$ cat config.mk
export PLATFORM = sky130hd
export DESIGN_NAME = toaster_ctrl
export DESIGN_NICKNAME = d
export VERILOG_FILES = /design/src/rtl/toaster_pkg.sv /design/src/rtl/toaster_ctrl_timer_loader.sv /design/src/rtl/toaster_ctrl.sv
export SDC_FILE = /design/constraint.sdc
export NUM_CORES = 1
export LEC_CHECK = 0
export CAP_MARGIN = 20
export CORE_ASPECT_RATIO = 2
export CORE_UTILIZATION = 46
export DETAILED_ROUTE_END_ITERATION = 10
export GPL_TIMING_DRIVEN = 0
export PLACE_DENSITY_LB_ADDON = 0.2
export RECOVER_POWER = 50
export SYNTH_ARGS = -nofsm -noshare
export SYNTH_HDL_FRONTEND = slang
export SYNTH_SLANG_ARGS = --single-unit
$ cat constraint.sdc
create_clock -name clk -period 2.2 [get_ports clk]
set_input_delay 0.44 -clock clk [delete_from_list [all_inputs] [get_ports clk]]
set_output_delay 0.44 -clock clk [all_outputs]
set_load 0.01 [all_outputs]
$ cat src/rtl/toaster_pkg.sv
// Shared types and constants for the toaster cook-cycle controller.
// The time type is also meant for the keypad decoder and timer_pwm blocks.
package toaster_pkg;

    localparam int TIME_W  = 10;
    localparam int DC_W    = 8;
    localparam int DC_FULL = 200;

    typedef logic [TIME_W-1:0] time_t;
    typedef logic [DC_W-1:0]   dc_t;

    typedef enum logic [3:0] {
        IDLE,
        LOAD_PRE,
        PREHEAT,
        LOAD_COOK,
        COOK,
        PAUSE,
        LOAD_ZERO,
        DONE,
        ERROR
    } ctrl_state_t;

    typedef enum logic {
        PHASE_PRE,
        PHASE_COOK
    } phase_t;

    function automatic dc_t clamp_dc(input dc_t dc, input dc_t max_dc);
        return (dc > max_dc) ? max_dc : dc;
    endfunction

endpackage

$ cat src/rtl/toaster_ctrl_timer_loader.sv
// Write/write_ack handshake toward timer_pwm with an ack timeout.
// done and timeout are single-cycle strobes on the edge where tmr_write drops.
module timer_loader
    import toaster_pkg::*;
#(
    parameter int ACK_TIMEOUT = 16
) (
    input  logic  clk,
    input  logic  reset,
    input  logic  go,
    input  time_t value,
    input  logic  tmr_write_ack,
    output logic  tmr_write,
    output time_t tmr_time,
    output logic  done,
    output logic  timeout
);

    localparam int CW = $clog2(ACK_TIMEOUT + 1);

    logic [CW-1:0] wait_cnt;

    assign done    = tmr_write && tmr_write_ack;
    assign timeout = tmr_write && !tmr_write_ack && (wait_cnt == CW'(ACK_TIMEOUT - 1));

    // tmr_time is captured once at arm time so it cannot move while write is high
    always_ff @(posedge clk or posedge reset) begin
        if (reset) begin
            tmr_write <= 1'b0;
            tmr_time  <= '0;
            wait_cnt  <= '0;
        end else if (tmr_write) begin
            if (tmr_write_ack || timeout) begin
                tmr_write <= 1'b0;
                wait_cnt  <= '0;
            end else begin
                wait_cnt <= wait_cnt + 1'b1;
            end
        end else if (go) begin
            tmr_write <= 1'b1;
            tmr_time  <= value;
            wait_cnt  <= '0;
        end
    end

endmodule

$ cat src/rtl/toaster_ctrl.sv
// Cook-cycle sequencer: keypad latch, preheat, cook, pause/resume, abort and buzzer.
// All outputs are registered from the next state so they move with the state.
module toaster_ctrl
    import toaster_pkg::*;
#(
    parameter int PREHEAT_S   = 10,
    parameter int PREHEAT_DC  = DC_FULL,
    parameter int MAX_DC      = DC_FULL,
    parameter int ACK_TIMEOUT = 16,
    parameter int DONE_CYCLES = 4000
) (
    input  logic        clk,
    input  logic        reset,
    input  logic        key_valid,
    input  logic [9:0]  key_time,
    input  logic [7:0]  key_dc,
    input  logic        start_btn,
    input  logic        stop_btn,
    input  logic [11:0] tmr_tled,
    input  logic        tmr_write_ack,
    output logic        tmr_write,
    output logic [9:0]  tmr_time,
    output logic        tmr_start,
    output logic [7:0]  tmr_dc,
    output logic        busy,
    output logic        buzzer,
    output logic        error
);

    localparam int DCW = $clog2(DONE_CYCLES + 1);

    ctrl_state_t    state;
    ctrl_state_t    state_next;
    time_t          time_lat;
    dc_t            dc_lat;
    phase_t         resume_phase;
    logic           phase_first;
    logic [DCW-1:0] done_cnt;

    logic  load_go;
    logic  load_done;
    logic  load_timeout;
    time_t load_value;
    logic  zero_seen;
    logic  done_last;

    assign load_go   = (state == LOAD_PRE) || (state == LOAD_COOK) || (state == LOAD_ZERO);
    assign zero_seen = !phase_first && (tmr_tled == '0);
    assign done_last = (done_cnt == DCW'(DONE_CYCLES - 1));

    always_comb begin
        load_value = '0;
        case (state)
            LOAD_PRE:  load_value = time_t'(PREHEAT_S);
            LOAD_COOK: load_value = time_lat;
            default:   load_value = '0;
        endcase
    end

    timer_loader #(
        .ACK_TIMEOUT (ACK_TIMEOUT)
    ) u_loader (
        .clk           (clk),
        .reset         (reset),
        .go            (load_go),
        .value         (load_value),
        .tmr_write_ack (tmr_write_ack),
        .tmr_write     (tmr_write),
        .tmr_time      (tmr_time),
        .done          (load_done),
        .timeout       (load_timeout)
    );

    // stop_btn is tested first everywhere so it wins over a simultaneous start
    always_comb begin
        state_next = state;
        case (state)
            IDLE: begin
                if (!stop_btn && start_btn && (time_lat != '0))
                    state_next = LOAD_PRE;
            end
            LOAD_PRE: begin
                if (load_timeout)   state_next = ERROR;
                else if (load_done) state_next = PREHEAT;
            end
            LOAD_COOK: begin
                if (load_timeout)   state_next = ERROR;
                else if (load_done) state_next = COOK;
            end
            LOAD_ZERO: begin
                if (load_timeout)   state_next = ERROR;
                else if (load_done) state_next = IDLE;
            end
            PREHEAT: begin
                if (stop_btn)       state_next = PAUSE;
                else if (zero_seen) state_next = LOAD_COOK;
            end
            COOK: begin
                if (stop_btn)       state_next = PAUSE;
                else if (zero_seen) state_next = DONE;
            end
            PAUSE: begin
                if (stop_btn)
                    state_next = LOAD_ZERO;
                else if (start_btn)
                    state_next = (resume_phase == PHASE_PRE) ? PREHEAT : COOK;
            end
            DONE: begin
                if (stop_btn || done_last) state_next = IDLE;
            end
            ERROR: begin
                if (stop_btn) state_next = IDLE;
            end
            default: state_next = IDLE;
        endcase
    end

    // phase_first masks the stale pre-load tLED value on the first cycle of a phase
    always_ff @(posedge clk or posedge reset) begin
        if (reset) begin
            time_lat     <= '0;
            dc_lat       <= '0;
            resume_phase <= PHASE_PRE;
            phase_first  <= 1'b0;
            done_cnt     <= '0;
        end else begin
            if ((state == IDLE) && key_valid) begin
                time_lat <= key_time;
                dc_lat   <= clamp_dc(key_dc, dc_t'(MAX_DC));
            end
            if ((state == PREHEAT) && (state_next == PAUSE))
                resume_phase <= PHASE_PRE;
            else if ((state == COOK) && (state_next == PAUSE))
                resume_phase <= PHASE_COOK;
            phase_first <= (state_next != state);
            if ((state == DONE) && (state_next == DONE))
                done_cnt <= done_cnt + 1'b1;
            else
                done_cnt <= '0;
        end
    end

    always_ff @(posedge clk or posedge reset) begin
        if (reset) begin
            state     <= IDLE;
            tmr_start <= 1'b0;
            tmr_dc    <= '0;
            busy      <= 1'b0;
            buzzer    <= 1'b0;
            error     <= 1'b0;
        end else begin
            state     <= state_next;
            tmr_start <= (state_next == PREHEAT) || (state_next == COOK);
            busy      <= (state_next != IDLE);
            buzzer    <= (state_next == DONE);
            error     <= (state_next == ERROR);
            case (state_next)
                PREHEAT: tmr_dc <= dc_t'(PREHEAT_DC);
                COOK:    tmr_dc <= dc_lat;
                default: tmr_dc <= '0;
            endcase
        end
    end

endmodule

======== Word level (Yosys, flattened, before mapping) ========
Index checks and enable logic that the tools add are counted.
word-level totals
  word-level logic and storage cells ...... 88
  input bits .............................. 36
  register bits ........................... 64
  output and inout port bits .............. 23
operators by class
  bitwise gates (word level) .............. 1
  add/sub/neg operators ................... 2
  $lt $le $gt $ge ......................... 1
  multiplexer cells ....................... 29
  reductions and logical operators ........ 25
  equality and inequality tests ........... 16
operators by type and width
  operator               number
  $mux 4                 15
  $pmux 4 s9             1
  $eq 4x3->1 const B     7
  $pmux 10 s2            1
  $pmux 8 s2             1
  $mux 5                 3
  $add 12x1->12 const B  1
  $eq 12x12->1 const B   1
  $eq 4x2->1 const B     3
  $logic_not 12->1       1
  $mux 12                1
  $logic_and 1x1->1      10
  $reduce_bool 10->1     1
  $eq 4x4->1 const B     2
  $gt 8x8->1 const B     1
  $mux 8                 1
  $add 5x1->5 const B    1
  $eq 5x4->1 const B     1
  $logic_or 1x1->1       5
  $mux 1                 5
  $eq 4x1->1 const B     1
  $logic_not 4->1        1
  $ne 4x4->1             1
  $reduce_bool 2->1      2
  5 further kinds        7

======== Longest topological paths before layout ========
  word-level depth ........................ 9
  gate-level depth with buffers ........... 9
  gate-level depth less buffers ........... 9

======== Cells and area by module ========
Synthesis repeated with hierarchy kept, for this count alone.
second synthesis, totals
  cell total of the unflattened synthesis .. 282
  area total of the unflattened synthesis .. 3049.2 sq um
modules (own cells, without submodules)
  module        sequential area each (sq um)  instances  cells each  area each (sq um)
  toaster_ctrl  1201.2                        1          226         2348.5
  timer_loader  400.4                         1          56          700.7

======== Worst setup path before layout ========
No wires, ideal clock.
  path type ............................... flip-flop to flip-flop
  from .................................... reg u_loader.wait_cnt[0]
  to ...................................... reg tmr_dc[3]
  library setup time ...................... 0.080 ns
  clock period less this slack ............ 2.212 ns
  stages on the path, launching flop included .. 10
  path slack .............................. -0.012 ns
  data required time ...................... 2.120 ns
  arrival ................................. 2.132 ns
  path buffers ............................ 0
  path through ............................ dfrtp_1 > ha_1 > and3_1 > ha_1 > o21ai_0 > a22oi_1 > nor2b_1 > nor3_2 > or3_4 > a21oi_1
on the way
  longest elaborated chain between the ends .. 6
  elaborated cells on any way between the ends .. 9
ends and longest elaborated chain
  element                                          line                                                        source
  start, declared                                  toaster_ctrl_timer_loader.sv:21                             logic [CW-1:0] wait_cnt;
  start signal, assigned                           toaster_ctrl_timer_loader.sv:37                             wait_cnt <= wait_cnt + 1'b1;
  $eq 5x4->1 (*)                                   toaster_ctrl_timer_loader.sv:24                             assign timeout = tmr_write && !tmr_write_ack && (wait_cnt == CW'(ACK_TIMEOUT - 1));
  $logic_and 1x1->1 (*)                            toaster_ctrl_timer_loader.sv:24
  $mux 4 (on tied branches)                        toaster_ctrl.sv:91, toaster_ctrl.sv:83, toaster_ctrl.sv:87
  $pmux 4 s9 (*)                                   toaster_ctrl.sv:77                                          case (state)
  $eq 4x3->1 / $eq 4x2->1 (equally long branches)  toaster_ctrl.sv:157                                         case (state_next)
  $pmux 8 s2 (*)                                   toaster_ctrl.sv:157
  end signal, assigned                             toaster_ctrl.sv:158                                         PREHEAT: tmr_dc <= dc_t'(PREHEAT_DC);
  end signal, assigned                             toaster_ctrl.sv:159                                         COOK: tmr_dc <= dc_lat;
  end, declared                                    toaster_ctrl.sv:24                                          output logic [7:0] tmr_dc,
Mark *: on every way between the ends. The rest lies on a longest branch, timed or not.
A chain may end at the register's enable or synchronous reset.

======== Worst setup path in the final report ========
  from .................................... reg u_loader.wait_cnt[0]
  to ...................................... reg tmr_dc[7]
The elaborated chain is that of the path after synthesis.

==> impl_summary.md <==
Timing
On the final layout, the worst clock skew is roughly 3.1 ps. Once routing completed, OpenROAD measured the worst setup slack at 15.6 ps. The number of pins with negative max-slew slack in the final report was 0.

Setup repair after global routing could not meet its margin everywhere. The part of the cycle the worst path needs is between 90% and 100%. The transition time of the tightest slew-check pin is about 1300 ps. Setup violations remaining at the end of the flow were counted as 0. The final critical path time including I/O delays and setup is 2180 ps. The maximum frequency from static timing analysis is about 0.46 GHz.

The worst slew slack as a fraction of its limit is 12.1%. The final number of hold-violating endpoints is 0.

Clock network
TritonCTS built the clock tree. The tree built by TritonCTS fans out to 64 sinks. The clock passes through at most 2 buffers. The depth of the CTS H-tree is 3. The worst-skew pair later-pin latency is 330 ps. The clock input transition at the sequential cells of the worst setup and hold paths is roughly 50 ps. The cell sitting at the root of the clock tree is a clkbuf_16.

In this run, CTS created clock tree buffers numbering 9.

Placement
The pre-CTS worst setup slack is -388 ps. The HPWL reported at the end of detailed placement is slightly below 5 mm. Port buffering added 58 buffers. The standard cell area after detailed placement is 3680 um2. In this run, placement finished with an instance count of 415. The routability-driven placement congestion ratio is ~0.85.

GRT
Summed over all layers, the global routing overflow is 0. The first-pass GRT wire length is around 11 mm. The overall track demand over capacity in global routing is a little over a fifth. The largest net degree at the start of global routing is 35. The number of global-route vias before repair came to 2414. The initial antenna violation count came to 0.

Cells and area
The share of final-layout standard cells stronger than drive strength 1 is a little over a fifth. The layout overhead on the synthesized area is 41.7%. The number of antenna diodes in the final layout is 0. Once layout is complete, the cells apart from fillers number between 400 and 500. The number of nets in the final layout is slightly below 400. The area of all placed cells without fillers is about 4200 um2.

Synthesis
The sequential element share of the synthesized area is 54.1%. The post-synth net total is roughly 310. The count of different cell masters after synthesis is 53. The post-synthesis sequential element count is 64. The count of yosys warnings during synthesis is 0. The cell type with the highest aggregate area in the netlist is dfrtp_1. The share of flip-flops with an asynchronous set or reset is 100%.

By area the synthesized netlist is led by dfrtp_1 (54%), mux2_2 (4.6%), a22o_1 (3.5%). The synthesized netlist occupies a cell area of just under 3000 um2. The synthesized design contains 0 enable-type register cells. The share of the synthesized area in the top cell type is between 50% and 60%. The most frequently used flop master after synthesis is dfrtp_1.

Synthesis produced a netlist whose cell count is approximately 270. The average footprint of a synthesized cell is between 10 and 15 um2.

Drt
After the first detailed-routing iteration, the DRC count stood at 80. For this block, the via count after detailed routing is 2367. The first detailed-routing pass took 4 iterations.

The total wire length after detailed routing is between 6 and 7 mm. The remaining antenna violation count after routing is 0. The post-detailed-route DRC marker count is 0. In the routed layout, each cell is associated on average with a via count of around 5.3. The average wire length per cell after detail routing is 15.3 um.

Status
The run finished with clean final reports.

Critical path
In this run the worst path has a maximum fanout of 4. On the worst path, the slowest cell contributes a delay of ~380 ps. The type of the worst setup path is reg2reg. At the worst endpoint, the arrival time is around 2400 ps. STA puts the critical path data required time at around 2500 ps. Walking the worst path, the cells encountered are ha_2, and3_4, ha_4, and3b_2, o311ai_4, nor4b_4, buf_4, nand2_2, a21oi_2. The element type at the critical path end is a register. On the critical path, the stage with the largest delay is an instance of dfrtp_1.

STA classifies the critical path startpoint as a register.

Job
The max capacitance violation total is 0.

Die
The die outline area is between 6000 and 7000 um2. From bottom edge to top edge, the die measures approximately 120 um. The area inside the core boundary is 6260 um2. The I/O pin count is between 50 and 60. The x dimension of the die is 58.8 um. Once the floorplan was initialized, standard cells occupied a little under half of the core.

The number of placement rows is 41.

Pwr
For this design the static power due to leakage is ~1.8 nW. The maximum resistive drop on vdd is between 600 and 700 uV. In this run the power density over the cells is 1250 nW/um2. The design draws approximately 5.3 mW.

Hold path
The min-delay analysis places its worst path in the category reg2reg.
## sequential cells by signal, summed over array words and instances, names as in the netlist, 4 cells and up
signal and count:
dc_lat 8, u_loader.wait_cnt 5, done_cnt 12, tmr_dc 8, u_loader.tmr_time 10, time_lat 10
state 4
## power breakdown
part / internal (mW) / total, mW / switching (mW)
clock: 1.01 / 1.50 / 0.487
combinational: 1.02 / 1.98 / 0.955
sequential: 1.55 / 1.79 / 0.237
## synth_stat cells, drive strengths merged, types with 2 or more instances
library cell   n
dfrtp         64
nand2         24
nor2          24
o21ai         20
mux2          13
a22o          12
a21oi         10
and2           8
inv            8
nand4          7
nand2b         6
nand3          6
nor3           6
buf            5
nor2b          5
nor4           5
xor2           5
xnor2          4
and3           3
clkbuf         3
ha             3
or3            3
a21o           2
a22oi          2
and3b          2
o2111ai        2
o31ai          2
## metal layers
layer | global-route usage, % | up-vias | wire length (um)
li1 | - | 1131 | -
met1 | 21.1 | 1154 | 2420
met2 | 40.1 | 61 | 3860
met3 | 4.58 | 21 | 215
met4 | 14.0 | 0 | 280
met5 | 0 | - | 0
## metrics by stage
stage          setup TNS (ps)  utilization [%]  hold slack, ps
2_1_floorplan               0                -             442
3_3_place_gp           -62360             58.4             455
3_5_place_dp            -3910             58.8             463
4_1_cts                 -20.9             65.8             475
5_1_grt                  -195             67.1             494
6_report                    0             67.1             468
## final timing paths
check                                     start                   end  slack (ps)  cells after the start
max                        u_loader.wait_cnt[0]             tmr_dc[7]          20                      9
min                                   dc_lat[5]             dc_lat[5]         470                      2
max reg2reg                u_loader.wait_cnt[0]             tmr_dc[7]          20                      9
min reg2reg                           dc_lat[5]             dc_lat[5]         470                      2
max in group asynchronous                 reset           phase_first         490                      3
min in group asynchronous                 reset  u_loader.wait_cnt[0]         930                      2
## kinds of logic after synthesis
family                     count (synthesis)  synth area share [%]
and+or+nand+nor                          107                  20.6
adders and majority gates                  3                  1.27
xor gates and xnor gates                   9                  2.66
AOI/OAI and AO/OA                         56                  13.6
DFF                                       64                  54.1
buffers and inverters                     16                  2.45
muxes                                     14                  5.41
## worst max-delay path, delay by kind of cell, from the launching register on
family | cells | cell delay, ps
AO/OA/AOI/OAI | 2 | 360
adder cells (fa/ha/maj) | 2 | 370
buffers and inverters | 1 | 200
flip-flops | 1 | 380
AND/OR/NAND/NOR | 4 | 800
## layout by cell type, fill, tap and decap left out, drive strengths merged, types with 2 or more instances in the layout
master	synthesis	final
dfrtp	64	64
clkdlybuf4s50	0	55
nor2	24	24
nand2	24	24
o21ai	20	20
buf	5	19
mux2	13	13
clkbuf	3	13
a22o	12	12
a21oi	10	10
inv	8	8
and2	8	8
nand4	7	7
nand2b	6	6
nand3	6	6
nor3	6	6
xor2	5	5
nor4	5	5
nor2b	5	5
xnor2	4	4
clkinv	0	3
and3	3	3
or3	3	3
ha	3	3
a22oi	2	2
a21o	2	2
o2111ai	2	2
bufinv	0	2
dlymetal6s2s	0	2
o31ai	2	2
and3b	2	2
## final cells by class
class                   instances  area (um2)
repair buffers                 72         701
fillers                       526        2060
multi-input cells             189        1400
well taps                      86         108
flip-flops and latches         64        1600
clock inverters                 6        82.6
clock buffers                  10         239
plain buffers                   8        42.5
inverters                       8        30.0
## timing repair
| action | in CTS | in global routing |
|---|---|---|
| hold buffers | 0 | 0 |
| cloned | 0 | 0 |
| resized for setup | 13 | 12 |
| pin swaps | 14 | 14 |
| endpoints found under the setup margin | 12 | 11 |
| setup buffers | 8 | 4 |
Power figures use the tool's default switching activity.
